--- src/rtl/core_bus_pkg.sv ---
// Shared arbiter types: ownership states and master indices.
// Pure declarations; no timing or flow-control behaviour.
package core_bus_pkg;

  typedef enum logic [1:0] {
    ST_IDLE = 2'd0,
    ST_OWN0 = 2'd1,
    ST_OWN1 = 2'd2
  } bus_state_e;

  localparam int M_CORE = 0;
  localparam int M_CTRL = 1;

endpackage

--- src/rtl/core_bus_arbiter.sv ---
// Two-master Wishbone-style arbiter with locked bursts and a per-transfer stall timeout.
// One-cycle grant latency; request/ack path is combinational; the non-owner is held off until granted.
module core_bus_arbiter
  import core_bus_pkg::*;
#(
  parameter int ADDR_WIDTH     = 32,
  parameter int DATA_WIDTH     = 32,
  parameter int TIMEOUT_CYCLES = 1024
) (
  input  logic                    clk,
  input  logic                    rst_n,
  input  logic [1:0]              m_cyc_i,
  input  logic [1:0]              m_stb_i,
  input  logic [1:0]              m_we_i,
  input  logic [2*ADDR_WIDTH-1:0] m_addr_i,
  input  logic [2*DATA_WIDTH-1:0] m_data_i,
  output logic [DATA_WIDTH-1:0]   m_data_o,
  output logic [1:0]              m_ack_o,
  output logic [1:0]              m_err_o,
  output logic                    s_cyc_o,
  output logic                    s_stb_o,
  output logic                    s_we_o,
  output logic [ADDR_WIDTH-1:0]   s_addr_o,
  output logic [DATA_WIDTH-1:0]   s_data_o,
  input  logic [DATA_WIDTH-1:0]   s_data_i,
  input  logic                    s_ack_i,
  output logic [1:0]              grant_o
);

  // A zero timeout still needs a legal one-bit counter.
  localparam int CW_RAW     = $clog2(TIMEOUT_CYCLES + 1);
  localparam int CW         = (CW_RAW > 0) ? CW_RAW : 1;
  localparam int CNT_LAST_I = (TIMEOUT_CYCLES > 0) ? TIMEOUT_CYCLES - 1 : 0;
  localparam logic [CW-1:0] CNT_LAST = CNT_LAST_I[CW-1:0];
  localparam bit TO_EN = (TIMEOUT_CYCLES > 0);

  bus_state_e    state;
  logic          last_grant;
  logic [CW-1:0] cnt;

  logic owned;
  logic owner;
  logic sel_cyc;
  logic sel_stb;
  logic timeout;

  always_comb begin
    owned   = (state != ST_IDLE);
    owner   = (state == ST_OWN1);
    sel_cyc = m_cyc_i[owner];
    sel_stb = m_stb_i[owner];
    // Ack in the firing cycle wins over the timeout.
    timeout = TO_EN && owned && sel_stb && !s_ack_i && (cnt == CNT_LAST);

    s_cyc_o  = owned && sel_cyc;
    s_stb_o  = owned && sel_stb && !timeout;
    s_we_o   = m_we_i[owner];
    s_addr_o = owner ? m_addr_i[2*ADDR_WIDTH-1:ADDR_WIDTH] : m_addr_i[ADDR_WIDTH-1:0];
    s_data_o = owner ? m_data_i[2*DATA_WIDTH-1:DATA_WIDTH] : m_data_i[DATA_WIDTH-1:0];
    m_data_o = s_data_i;

    m_ack_o         = 2'b00;
    m_err_o         = 2'b00;
    m_ack_o[M_CORE] = owned && !owner && s_ack_i;
    m_ack_o[M_CTRL] = owned && owner && s_ack_i;
    m_err_o[M_CORE] = timeout && !owner;
    m_err_o[M_CTRL] = timeout && owner;
  end

  always_ff @(posedge clk or negedge rst_n) begin
    if (!rst_n) begin
      state      <= ST_IDLE;
      last_grant <= 1'b1;
      cnt        <= '0;
      grant_o    <= 2'b00;
    end else begin
      case (state)
        ST_IDLE: begin
          cnt <= '0;
          if (m_cyc_i[M_CORE] && (!m_cyc_i[M_CTRL] || last_grant)) begin
            state   <= ST_OWN0;
            grant_o <= 2'b01;
          end else if (m_cyc_i[M_CTRL]) begin
            state   <= ST_OWN1;
            grant_o <= 2'b10;
          end
        end
        ST_OWN0, ST_OWN1: begin
          // Ownership only ends through IDLE, never by handing straight over.
          if (!sel_cyc) begin
            state      <= ST_IDLE;
            grant_o    <= 2'b00;
            last_grant <= owner;
            cnt        <= '0;
          end else if (s_ack_i || timeout) begin
            cnt <= '0;
          end else if (sel_stb) begin
            cnt <= cnt + 1'b1;
          end
        end
        default: begin
          state   <= ST_IDLE;
          grant_o <= 2'b00;
          cnt     <= '0;
        end
      endcase
    end
  end

endmodule

--- config.mk ---
export PLATFORM = sky130hd
export DESIGN_NAME = core_bus_arbiter
export DESIGN_NICKNAME = d
export VERILOG_FILES = /design/src/rtl/core_bus_pkg.sv /design/src/rtl/core_bus_arbiter.sv
export SDC_FILE = /design/constraint.sdc
export NUM_CORES = 1
export LEC_CHECK = 0
export BUFFER_PORTS_ARGS = -buffer_cell sky130_fd_sc_hd__buf_2
export CAP_MARGIN = 20
export CORE_AREA = 2 2 106 108
export CTS_BUF_LIST = sky130_fd_sc_hd__clkbuf_4 sky130_fd_sc_hd__clkbuf_8
export DETAILED_ROUTE_END_ITERATION = 12
export DIE_AREA = 0 0 108 110
export HOLD_SLACK_MARGIN = 0.15
export PLACE_DENSITY = 0.51
export SLEW_MARGIN = 20
export SYNTH_ARGS = -nofsm -noshare
export SYNTH_HDL_FRONTEND = slang
export SYNTH_SLANG_ARGS = --single-unit
--- constraint.sdc ---
create_clock -name clk -period 5 [get_ports clk]
set_input_delay 1.25 -clock clk [delete_from_list [all_inputs] [get_ports clk]]
set_output_delay 1.25 -clock clk [all_outputs]
set_load 0.1 [all_outputs]
; ---- Word level (Yosys, flattened, before mapping)
; Index checks and enable logic that the tools add are counted.
[classes]
magnitude_cmp = 1
n_mux = 16
n_eq_ne = 6
bitwise_logic = 1
n_reduce_logical = 23
n_addsub = 1
[op_table]
columns = op, n
row1 = 32-bit 2-to-1 mux, 2
row2 = 11-bit 2-to-1 mux, 4
row3 = 1-bit logical AND, 12
row4 = 11-bit by 1-bit adder with 11-bit output (second input constant), 1
row5 = 11-bit by 10-bit == test with 1-bit output (second input constant), 1
row6 = 1-bit 2-to-1 mux, 6
row7 = 2-bit 2-to-1 mux, 3
row8 = 1-bit logical NOT, 4
row9 = 4-bit inequality test (second input constant), 1
row10 = 2-bit one-hot mux with 2 select lines, 1
row11 = 2-bit AND reduction, 2
row12 = 3-bit inequality test (second input constant), 1
row13 = 2-bit by 1-bit == test with 1-bit output (second input constant), 1
row14 = 2-bit == test (second input constant), 1
row15 = 2-bit logical NOT, 1
row16 = 1-bit logical OR, 2
row17 = 1-bit by 2-bit less-than comparator with 1-bit output (second input constant), 1
row18 = 2-bit inequality test (second input constant), 1
row19 = 2-bit nonzero test, 1
row20 = 2-bit OR reduction, 1
row21 = 1-bit inverter, 1
[totals]
regBits = 14
output_inout_bits = 105
word_cells = 51
in_bits = 169

; ---- Longest topological paths before layout
[logic_depth]
depth_word = 10
depth_mapped = 8
ltp_nobuf = 6

; ---- Worst setup path after synthesis
; Ideal clock, no wire load.
[synth_path]
path_kind = reg-to-output
startpoint = register state[0]
endpoint = output m_err_o[0]
t_required_ns = 3.750
arrival_time_ns = 4.829
slack_ns = -1.079
path_stages_with_launch = 7
path_buffers = 3
cell_sequence = dfrtp_1 inv_1 ha_1 buf_4 buf_2 buf_2 nor4_1
[synth_between]
elab_chain_len = 7
word_cells_on_any_way = 9
[synth_lines]
columns = element, line
row1 = "start, declared", core_bus_arbiter.sv:37  ; bus_state_e state;
row2 = "start signal, assigned", core_bus_arbiter.sv:72  ; state <= ST_IDLE;
row3 = "start signal, assigned", core_bus_arbiter.sv:81  ; state <= ST_OWN0;
row4 = "start signal, assigned", core_bus_arbiter.sv:84  ; state <= ST_OWN1;
row5 = 2-bit == test *, core_bus_arbiter.sv:49  ; owner = (state == ST_OWN1);
row6 = named net owner, core_bus_arbiter.sv:42  ; logic owner;
row7 = 1-bit 2-to-1 mux (implied by the code) (2 in a row), core_bus_arbiter.sv:51  ; sel_stb = m_stb_i[owner];
row8 = 1-bit logical AND (3 in a row), core_bus_arbiter.sv:53  ; timeout = TO_EN && owned && sel_stb && !s_ack_i && (cnt == CNT_LAST);
row9 = 1-bit logical AND *, core_bus_arbiter.sv:66  ; m_err_o[M_CORE] = timeout && !owner;
row10 = "end, declared", core_bus_arbiter.sv:19  ; output logic [1:0] m_err_o,
; Mark *: on every way through the listed nets, which the timed path passes. The rest lies on a longest branch. The select of a mux whose other input is x is not followed.

; ---- Worst setup path after layout
[layout_path]
startpoint = register state[0]
endpoint = output m_err_o[1]
[layout_between]
elab_chain_len = 7
word_cells_on_any_way = 8
[layout_lines]
columns = element, line
row1 = 2-bit == test *, core_bus_arbiter.sv:49
row2 = named net owner, core_bus_arbiter.sv:42
row3 = 1-bit 2-to-1 mux (implied by the code) (2 in a row), core_bus_arbiter.sv:51
row4 = 1-bit logical AND (3 in a row), core_bus_arbiter.sv:53
row5 = 1-bit logical AND *, core_bus_arbiter.sv:67  ; m_err_o[M_CTRL] = timeout && owner;
; Marks and branches as above.

==> qor.yml <==
seqCellArea_um2: 352
cp_max_fo: 37
hold_violations: 0
syn_avg_cell_area_um2: 9.45
vias: 2066
r2r_slack_ns: 2.11
crit_type: "reg2out"
multiInputGateArea_um2: 1200
synth.distinct_cells: 26
critPathLaunchType: "flip-flop"
finalClockSkew_ns: 0.00119
cts_made_buffers: 3
dieArea_um2: 11900
r2r_cells: 7
drt-vias-per-instance: 4.08
fill_cells: 1160
hold_end: "last_grant$_DFFE_PN1P_"
grt_pass1_vias: 1935
clock_path_buffers: 2
max-cap-violations: 0
place_hpwl_um: 6990
yosys_warnings: 0
syn-cell-area_um2: 1820
p_leak_uw: 0.00144
worstMarginPinSlew_ns: 0.872
powerDensity_nw_per_um2: 768
h-tree-depth: 1
wire_per_inst_um: 15.5
placementRows: 38
fin_crit_sh: 0.758
gp_congestion: 0.737
synth-seq-area-share: 0.193
synth_top_flop_cell: "dfrtp_1"
ant_nets: 0
relSlewSlack: 0.416
antenna_found_initial: 0
num-nets-final: 540
tns_ns: 0
die_h_um: 110
cts_tree: "done"
fmax_mhz: 264
pin_count: 274
core_area_um2: 10700
cp.arrival_ns: 2.54
post_cts_resize_count: 0
worst_skew_pair.late_latency_ns: 0.24
hold_class: "reg2reg"
r2r_start: "state[0]$_DFFE_PN0P_"
overflow: 0
grt_use_total: 0.119
syn_inst: 193
ctsHoldBuffers: 0
syn_nets: 366
area_growth_pct: 56.2
synth-edff-count: 0
required_ns: 3.75
drive_gt1_frac: 0.779
clk_pin_slew_ns: 0.06
min_delay_path_depth: 2
vdd_drop_max_mv: 0.325
worstHoldStart: "last_grant$_DFFE_PN1P_"
grt_pass1_wl_um: 10500
cts_setup_buffers: 0
drcViolationCount: 0
grt_max_degree: 38
diodes: 0
die_x_um: 108
drt_first_pass_iters: 4
status: "finished, final reports clean"
drv_slew: 0
start_util: 0.171
drt-initial-drc-count: 67
endpoint_kind: "output pin"
port_buffers: 209
finalSetupViolations: 0
ys_ff_latch: 14
grt_setup_unrepaired: "false"
cts.sinks: 14
place_area_um2: 2790
design_area_um2: 2850
finalWirelength_um: 7840
cts_root_buffer: "clkbuf_8"
synthArstFlopShare: 1.00
reg2reg_to: "cnt[1]$_DFFE_PN0P_"
post-route-min-period_ns: 3.79
-- layout make-up --
cell class	instances	share of cell area
Sequential cell	14	0.123
Tap cell	140	0.0615
Timing Repair Buffer	210	0.370
Inverter	4	0.00527
Multi-Input combinational cell	134	0.421
Clock buffer	4	0.0193
-- through the flow --
step / cells / total power [uW] / hold slack, ns / util / setup slack, ns
floorplan: 193 / 1910 / 0.506 / - / 0.103
global placement: 502 / 2090 / 0.534 / 0.261 / 1.29
detailed placement: 502 / 2100 / 0.536 / 0.261 / 1.26
CTS: 506 / 2210 / 0.547 / 0.266 / 1.14
global route: 506 / 2270 / 0.565 / 0.266 / 1.02
finish: 506 / 2190 / 0.542 / 0.266 / 1.21
-- worst max-delay path, cell delays in order (launching register included) --
cell and delay, ns:
dfrtp_1 0.38, inv_1 0.16, ha_4 0.48, mux2_4 0.30, nand2_1 0.10, nor3_1 0.27, and2_1 0.16, buf_2 0.42
-- report_power, final --
group          internal (uW)  switching [uW]  leakage (uW)
Combinational            384            1550       0.00122
Clock                   69.7            39.4     0.0000288
Sequential               127            13.4      0.000190
Total                    581            1610       0.00144
-- state kept, by name, indices dropped and copies added, names as in the netlist --
name and flops:
cnt 11, last_grant 1, state 2
-- cell usage in the layout (no fill, tap or decap), types with 3 or more instances in the layout --
master and count:
clkbuf_8 4, mux2_2 65, a21oi_1 4, nand3_1 4, xnor2_1 5, nor2_1 14, nand2_1 8, buf_2 209
xor2_1 5, ha_1 3, nand4_1 3, inv_1 4, dfrtp_1 13
-- synthesized netlist by cell type (all sizes together), types with 2 or more instances --
| master | n | share of area |
|---|---|---|
| xnor2 | 5 | 0.024 |
| a21oi | 4 | 0.011 |
| nor4 | 3 | 0.010 |
| nand4 | 3 | 0.010 |
| nor2 | 14 | 0.029 |
| dfrtp | 13 | 0.18 |
| o22ai | 2 | 0.0069 |
| and4 | 2 | 0.0096 |
| ha | 4 | 0.027 |
| and2 | 2 | 0.0069 |
| nand3 | 4 | 0.011 |
| inv | 4 | 0.0082 |
| buf | 41 | 0.16 |
| o211ai | 2 | 0.0082 |
| xor2 | 5 | 0.024 |
| nor3 | 4 | 0.011 |
| mux2 | 66 | 0.41 |
| nand2 | 8 | 0.016 |
| mux2i | 2 | 0.011 |
-- cell families (layout without fill, tap and decap cells) --
| family | count (synthesis) | count (layout) | synth area share |
|---|---|---|---|
| mux | 68 | 68 | 0.420 |
| buf+inv | 45 | 218 | 0.166 |
| simple gates | 43 | 43 | 0.115 |
| flops | 14 | 14 | 0.193 |
| xor+xnor | 10 | 10 | 0.0480 |
| compound gates | 9 | 9 | 0.0309 |
| fa+ha+maj | 4 | 4 | 0.0274 |
-- worst max path at each step --
stage | start | endpoint | cells past startpoint | slack [ns]
2_1_floorplan | state[0]$_DFFE_PN0P_ | m_err_o[0] | 6 | 0.10
3_3_place_gp | m_stb_i[0] | m_err_o[1] | 6 | 1.29
3_5_place_dp | m_stb_i[1] | m_err_o[1] | 6 | 1.26
4_1_cts | state[0]$_DFFE_PN0P_ | m_err_o[1] | 7 | 1.14
5_1_grt | state[0]$_DFFE_PN0P_ | s_cyc_o | 6 | 1.02
6_report | state[0]$_DFFE_PN0P_ | m_err_o[1] | 7 | 1.21
-- routing by layer --
layer,vias up,GRT usage,part of all wire
li1,995,-,-
met5,-,0,0
met2,148,0.197,0.44
met3,0,0.0747,0.17
met1,923,0.135,0.39
met4,0,0.00916,0
No activity file was read; power rests on OpenSTA's default activity.
